--- src/rtl/hamming_pkg.sv ---
// Shared constants, scheduler state type and position helpers for the
// 32->38-bit Hamming SEC encoder.
package hamming_pkg;

  localparam int unsigned DATA_W    = 32;
  localparam int unsigned ENC_W     = 38;
  localparam int unsigned PARITY_W  = 6;
  localparam int unsigned ENC_IDX_W = 6;

  typedef enum logic [0:0] {
    StIdle,
    StStream
  } sched_state_e;

  // Parity bit k lives at codeword position 2^k - 1.
  function automatic int unsigned parity_pos(int unsigned k);
    return (32'd1 << k) - 32'd1;
  endfunction

  // Data bit i goes to the i-th non-parity position, ascending.
  function automatic int unsigned data_pos(int unsigned bit_idx);
    int unsigned n;
    data_pos = 0;
    n        = 0;
    for (int unsigned q = 0; q < ENC_W; q++) begin
      if (((q + 1) & q) != 0) begin
        if (n == bit_idx) data_pos = q;
        n++;
      end
    end
  endfunction

endpackage

--- src/rtl/hamming_enc_word.sv ---
// Combinational single-word Hamming SEC encoder: scatter data bits, then
// fill each parity bit with the even XOR of the positions it covers.
module hamming_enc_word
  import hamming_pkg::*;
(
  input  logic [DATA_W-1:0] data,
  output logic [ENC_W-1:0]  code
);

  always_comb begin
    logic par;
    code = '0;
    par  = 1'b0;
    for (int unsigned i = 0; i < DATA_W; i++) begin
      code[ENC_IDX_W'(data_pos(i))] = data[i];
    end
    // Parity positions are still zero here, so they drop out of each XOR.
    for (int unsigned k = 0; k < PARITY_W; k++) begin
      par = 1'b0;
      for (int unsigned p = 0; p < ENC_W; p++) begin
        if ((((p + 1) >> k) & 1) != 0) par = par ^ code[ENC_IDX_W'(p)];
      end
      code[ENC_IDX_W'(parity_pos(k))] = par;
    end
  end

endmodule

--- src/rtl/hamming_frame_sched.sv ---
// Frame-granular round-robin scheduler feeding NREQ word streams through one
// shared Hamming encoder into a registered, backpressured output stage.
module hamming_frame_sched
  import hamming_pkg::*;
#(
  parameter int unsigned WORDS_PER_FRAME = 32,
  parameter int unsigned NREQ            = 2,
  localparam int unsigned SRC_W          = $clog2(NREQ),
  localparam int unsigned IDX_W          = $clog2(WORDS_PER_FRAME)
) (
  input  logic                   clk,
  input  logic                   rst_n,
  input  logic [NREQ-1:0]        in_valid,
  output logic [NREQ-1:0]        in_ready,
  input  logic [NREQ*DATA_W-1:0] in_data,
  output logic                   out_valid,
  input  logic                   out_ready,
  output logic [ENC_W-1:0]       out_data,
  output logic [SRC_W-1:0]       out_src,
  output logic [IDX_W-1:0]       out_idx,
  output logic                   out_last,
  output logic                   busy
);

  localparam logic [IDX_W-1:0] LastIdx = IDX_W'(WORDS_PER_FRAME - 1);
  localparam logic [SRC_W-1:0] LastReq = SRC_W'(NREQ - 1);

  sched_state_e     state_q, state_d;
  logic [SRC_W-1:0] grant_q, grant_d;
  logic [SRC_W-1:0] rr_ptr_q, rr_ptr_d;
  logic [IDX_W-1:0] word_cnt_q, word_cnt_d;

  logic             out_valid_q;
  logic [ENC_W-1:0] out_data_q;
  logic [SRC_W-1:0] out_src_q;
  logic [IDX_W-1:0] out_idx_q;
  logic             out_last_q;

  logic              any_valid;
  logic [SRC_W-1:0]  arb_pick;
  logic              gnt_valid;
  logic [DATA_W-1:0] gnt_data;
  logic [ENC_W-1:0]  gnt_code;
  logic              can_load;
  logic              accept;

  // Round-robin pick: first valid requester at or above rr_ptr, wrapping.
  always_comb begin
    int unsigned cand;
    any_valid = 1'b0;
    arb_pick  = '0;
    cand      = 0;
    for (int unsigned j = 0; j < NREQ; j++) begin
      cand = int'(rr_ptr_q) + j;
      if (cand >= NREQ) cand = cand - NREQ;
      if (!any_valid && in_valid[SRC_W'(cand)]) begin
        any_valid = 1'b1;
        arb_pick  = SRC_W'(cand);
      end
    end
  end

  always_comb begin
    gnt_valid = 1'b0;
    gnt_data  = '0;
    for (int unsigned i = 0; i < NREQ; i++) begin
      if (grant_q == SRC_W'(i)) begin
        gnt_valid = in_valid[i];
        gnt_data  = in_data[i*DATA_W +: DATA_W];
      end
    end
  end

  hamming_enc_word u_enc (
    .data (gnt_data),
    .code (gnt_code)
  );

  assign can_load = !out_valid_q || out_ready;

  always_comb begin
    state_d    = state_q;
    grant_d    = grant_q;
    rr_ptr_d   = rr_ptr_q;
    word_cnt_d = word_cnt_q;
    in_ready   = '0;
    accept     = 1'b0;
    unique case (state_q)
      StIdle: begin
        if (any_valid) begin
          grant_d = arb_pick;
          state_d = StStream;
        end
      end
      StStream: begin
        in_ready[grant_q] = can_load;
        accept            = gnt_valid && can_load;
        if (accept) begin
          if (word_cnt_q == LastIdx) begin
            state_d    = StIdle;
            rr_ptr_d   = (grant_q == LastReq) ? '0 : grant_q + 1'b1;
            word_cnt_d = '0;
          end else begin
            word_cnt_d = word_cnt_q + 1'b1;
          end
        end
      end
      default: state_d = StIdle;
    endcase
  end

  always_ff @(posedge clk or negedge rst_n) begin
    if (!rst_n) begin
      state_q    <= StIdle;
      grant_q    <= '0;
      rr_ptr_q   <= '0;
      word_cnt_q <= '0;
    end else begin
      state_q    <= state_d;
      grant_q    <= grant_d;
      rr_ptr_q   <= rr_ptr_d;
      word_cnt_q <= word_cnt_d;
    end
  end

  // Fields only change on a load, so they hold through a stall.
  always_ff @(posedge clk or negedge rst_n) begin
    if (!rst_n) begin
      out_valid_q <= 1'b0;
      out_data_q  <= '0;
      out_src_q   <= '0;
      out_idx_q   <= '0;
      out_last_q  <= 1'b0;
    end else if (accept) begin
      out_valid_q <= 1'b1;
      out_data_q  <= gnt_code;
      out_src_q   <= grant_q;
      out_idx_q   <= word_cnt_q;
      out_last_q  <= (word_cnt_q == LastIdx);
    end else if (out_ready) begin
      out_valid_q <= 1'b0;
    end
  end

  assign out_valid = out_valid_q;
  assign out_data  = out_data_q;
  assign out_src   = out_src_q;
  assign out_idx   = out_idx_q;
  assign out_last  = out_last_q;
  assign busy      = (state_q == StStream) || out_valid_q;

endmodule

--- config.mk ---
export PLATFORM = sky130hd
export DESIGN_NAME = hamming_frame_sched
export DESIGN_NICKNAME = d
export VERILOG_FILES = /design/src/rtl/hamming_pkg.sv /design/src/rtl/hamming_enc_word.sv /design/src/rtl/hamming_frame_sched.sv
export SDC_FILE = /design/constraint.sdc
export NUM_CORES = 1
export LEC_CHECK = 0
export BUFFER_PORTS_ARGS = -buffer_cell sky130_fd_sc_hd__clkbuf_2
export CORE_MARGIN = 2
export CORE_UTILIZATION = 38
export CTS_CLUSTER_SIZE = 25
export DETAILED_ROUTE_END_ITERATION = 8
export GPL_TIMING_DRIVEN = 0
export PLACE_DENSITY = 0.67
export SYNTH_ARGS = -nofsm -noshare
export SYNTH_HDL_FRONTEND = slang
export SYNTH_SLANG_ARGS = --single-unit
--- constraint.sdc ---
create_clock -name clk -period 6.4 [get_ports clk]
set_clock_uncertainty 0.15 [all_clocks]
set_input_delay 0.64 -clock clk [delete_from_list [all_inputs] [get_ports clk]]
set_output_delay 0.64 -clock clk [all_outputs]
set_load 0.005 [all_outputs]
==> results.rst <==
.. list-table::
   :header-rows: 1

   * - Metric
     - Value
   * - Launch point of the critical path
     - grant_q
   * - # port buffers
     - 117
   * - Number of hold-slack violations in the final timing report
     - 0
   * - Endpoint of the worst-slack reg-to-reg timing path
     - out_data[7]
   * - Wire length of the first global-routing pass
     - 14460 um
   * - Antenna viol nets, final
     - 0
   * - Maximum Capacitance Violations
     - 0
   * - Endpoint arrival time on the critical path
     - 2.20 ns
   * - Via count of the first global-routing pass
     - 2824
   * - Most common flop cell mapped by yosys
     - dfrtp_1
   * - Unrepaired setup endpoints after global routing
     - false
   * - Hold bufs inserted after CTS
     - 0
   * - Maximum operating frequency
     - 334.8 MHz
   * - Core ar.
     - 8636 um2
   * - Via count
     - 2719
   * - Floorplan die width
     - 98.10 um
   * - Dominant delay contributor by cell family on the critical path
     - buffers and inverters
   * - DRC
     - 0
   * - Slowest-stage cell, CP
     - clkbuf_1
   * - Weighted congestion at the end of routability-driven global placement
     - 0.8292
   * - Count of endpoints failing setup in the final report
     - 0
   * - Part of the cycle the worst path needs
     - 0.4668
   * - Skew-Pair Late Insertion Delay
     - 0.32 ns
   * - HPWL reported at the end of detailed placement
     - 7068 um
   * - Power share of the sequential group
     - 0.357
   * - Crit path depth
     - 7
   * - Reported leakage power
     - 0.001992 uW
   * - Fraction of power consumed by the clock network
     - 0.134
   * - Post-Syn Area per Cell
     - 10.61 um2
   * - Worst-path maximum fanout
     - 10
   * - Number of gates given a new drive strength after cts
     - 0
   * - Number of iterations in the first detailed-routing pass
     - 4
   * - Slew @ Worst Pin
     - 0.6992 ns
   * - Yosys Warn Count
     - 0
   * - Number of placed cells counting well taps
     - 542
   * - Commonest cells in the synthesized netlist
     - dfrtp_1 (54), mux2i_1 (47), nand2_1 (45), o21ai_0 (37), xnor2_1 (36)
   * - Library cell with the highest instance count after synthesis
     - dfrtp_1
   * - Sequential cell area fraction in the yosys report
     - 0.4016
   * - Via count normalized by instance count
     - 4.944
   * - Outcome
     - complete, no violations
   * - Count of antenna diodes in the layout
     - 0
   * - Leftover overflow at the end of global routing
     - 0
   * - Library cell appearing most often on the critical path
     - buf_6
   * - Number of antenna violations at the first check in global routing
     - 0
   * - Number of cell rows
     - 34
   * - Path class of the lowest-slack min-delay path
     - input pin to asynchronous set/reset pin
   * - Required time of the critical path
     - 5.61 ns
   * - Minimum setup slack among reg-to-reg paths
     - 3.99 ns
   * - Net switching share of the total power
     - 0.3834
   * - EDFF count, synth
     - 0
   * - Gate count of the mapped netlist
     - 317
   * - Share of flip-flops with an asynchronous set or reset
     - 1.000
   * - Type of destination of the critical path
     - output port
   * - Postcts setup bufs
     - 0
   * - R2r worst-path depth
     - 6
   * - DRT iter0 DRCs
     - 63
   * - Global routing usage summed across all routing layers
     - 0.1897
   * - CTS tree
     - yes
   * - Clk pin slew, worst setup/hold paths
     - 0.12 ns
   * - Largest net degree at the start of global routing
     - 55
   * - Number of buffers created by CTS
     - 5
   * - Ratio of cells with drive above 1 in the final layout
     - 0.3439
   * - NumNets Final
     - 512
   * - Portion of synthesized cell area occupied by the leading cell type
     - 0.4016
   * - Leading area contributor after synthesis
     - dfrtp_1
   * - Post-Place Cell Area
     - 4085 um2
   * - Buffers from clock root to sink, at most
     - 2
   * - Routed length per placed instance
     - 16.27 um
   * - Capturing instance or port of the critical path
     - in_ready[1]
   * - Period minus WS final
     - 2.987 ns
   * - Summed negative setup slack over all endpoints
     - 0 ns
   * - Growth of design area from synthesis to finish
     - 24.32%
   * - Floorplan die height
     - 98.10 um
   * - Combinational group share of total power
     - 0.509
   * - Initial core utilization
     - 0.3896
   * - Max-Slew Margin vs Limit
     - 0.5339
   * - Total routed wirelength
     - 8947 um
   * - Count of unique library cells instantiated by Yosys
     - 30
   * - Net count after synthesis
     - 388
   * - Max stage delay on crit path
     - 0.47 ns
   * - Leading post-synthesis cells by cell area
     - dfrtp_1 (40%), mux2i_1 (14%), xnor2_1 (9.4%)
   * - Post-synthesis sequential element count
     - 54
   * - H-tree levels
     - 2
   * - Final Instance Count excl. Fillers
     - 550
   * - Non-Filler Cell Area, Final
     - 4183 um2
   * - TritonCTS sink count
     - 54
   * - Worst setup SP type
     - register
   * - Final count of pins violating max slew
     - 0
   * - Path type of the worst setup path
     - register to output port
   * - Reg-to-reg critical path startpoint
     - grant_q
   * - Area of the die
     - 9623 um2
   * - Root Buffer
     - clkbuf_8
   * - Netlist area before placement
     - 3364 um2
   * - Switching component of the power
     - 602.0 uW
   * - List of cells traversed by the critical path
     - buf_6, buf_12, buf_6, buf_6, clkbuf_1, and3_1, clkbuf_2
   * - Overall Power
     - 1570 uW
   * - I/O pins
     - 118
   * - Crit path buffers/inverters
     - 6
   * - Internal power component
     - 968.2 uW
   * - Areal power density over the cells
     - 375.4 nW/um2
   * - Peak supply drop
     - 119.5 uV
-- power groups by stage --
stage | clock network [uW] | logic (uW) | registers, uW
after floorplan | 0 | 523 | 562
after global placement | 0 | 793 | 561
after detailed placement | 0 | 808 | 568
after CTS | 216 | 811 | 561
after global routing | 229 | 883 | 580
final | 210 | 799 | 561
-- flip-flops by register name, summed over array words and instances (netlist names) --
name / cells
out_last: 1
out_valid: 1
out_src: 1
word_cnt_q: 5
rr_ptr_q: 1
state_q: 1
out_idx: 5
out_data: 38
grant_q: 1
-- cells in the final DEF, fill, tap and decap left out, types with 2 or more instances in the layout --
master / netlist / final
xor2_1: 31 / 31
nand2_1: 45 / 45
dfrtp_1: 54 / 54
buf_2: 3 / 3
inv_6: 0 / 2
buf_6: 3 / 3
xnor2_1: 36 / 36
mux2i_2: 3 / 3
clkbuf_1: 9 / 9
and3_1: 2 / 2
ha_1: 2 / 2
xnor3_1: 4 / 4
clkbuf_8: 0 / 5
o21ai_0: 37 / 37
o21ai_1: 4 / 4
xnor2_2: 3 / 3
a31oi_1: 2 / 2
mux2i_1: 47 / 47
a21oi_1: 5 / 5
mux2_2: 11 / 11
nor2_1: 5 / 5
clkbuf_2: 0 / 116
-- how the worst min path moves through the flow --
stage | start | endpoint | slack (ns) | cells after the start
global route | rst_n | out_idx[1] | 0.26 | 1
CTS | out_data[24] | out_data[24] | 0.34 | 2
floorplan | rst_n | grant_q | 0.19 | 0
detailed placement | out_last | out_last | 0.32 | 2
finish | rst_n | out_idx[1] | 0.20 | 1
global placement | out_data[27] | out_data[27] | 0.31 | 2
-- through the flow --
step	utilization	hold slack (ns)	worst slack, ns
after floorplan	-	0.1944	4.110
after global placement	0.4731	0.3122	3.710
after detailed placement	0.4731	0.3181	3.651
after CTS	0.4841	0.3449	3.382
after global routing	0.4844	0.2614	3.300
final	0.4844	0.1958	3.413
-- kinds of logic after synthesis --
logic type,Yosys count,synth area share
flops,54,0.4016
compound gates,50,0.07735
fa+ha+maj,2,0.007437
xor+xnor,75,0.2228
simple gates,58,0.07029
mux,61,0.1889
buf+inv,17,0.03161
-- worst reg2reg max path, stage by stage (launching register included) --
cell and delay, ns:
dfrtp_1 0.36, buf_6 0.17, mux2i_1 0.43, xnor3_1 0.55
xnor3_1 0.39, xnor2_1 0.17, o21ai_1 0.08
-- layout make-up --
type | count | area [um2]
sequential | 54 | 1351
inverter | 1 | 3.754
timing repair buffer | 117 | 588.1
clock buffer | 5 | 68.82
tap | 108 | 135.1
fill | 850 | 4453
multi-input combinational | 246 | 1907
clock inverter | 3 | 26.28
buffer | 16 | 102.6
-- metal layers --
| layer | vias to the layer above | track usage | wire length [um] |
|---|---|---|---|
| met5 | - | 0 | 0 |
| met4 | 0 | 0.05235 | 139 |
| met3 | 9 | 0.03508 | 442 |
| met2 | 68 | 0.3161 | 4313 |
| met1 | 1319 | 0.2543 | 4052 |
| li1 | 1323 | - | - |
(Power assumes the default switching activity.)
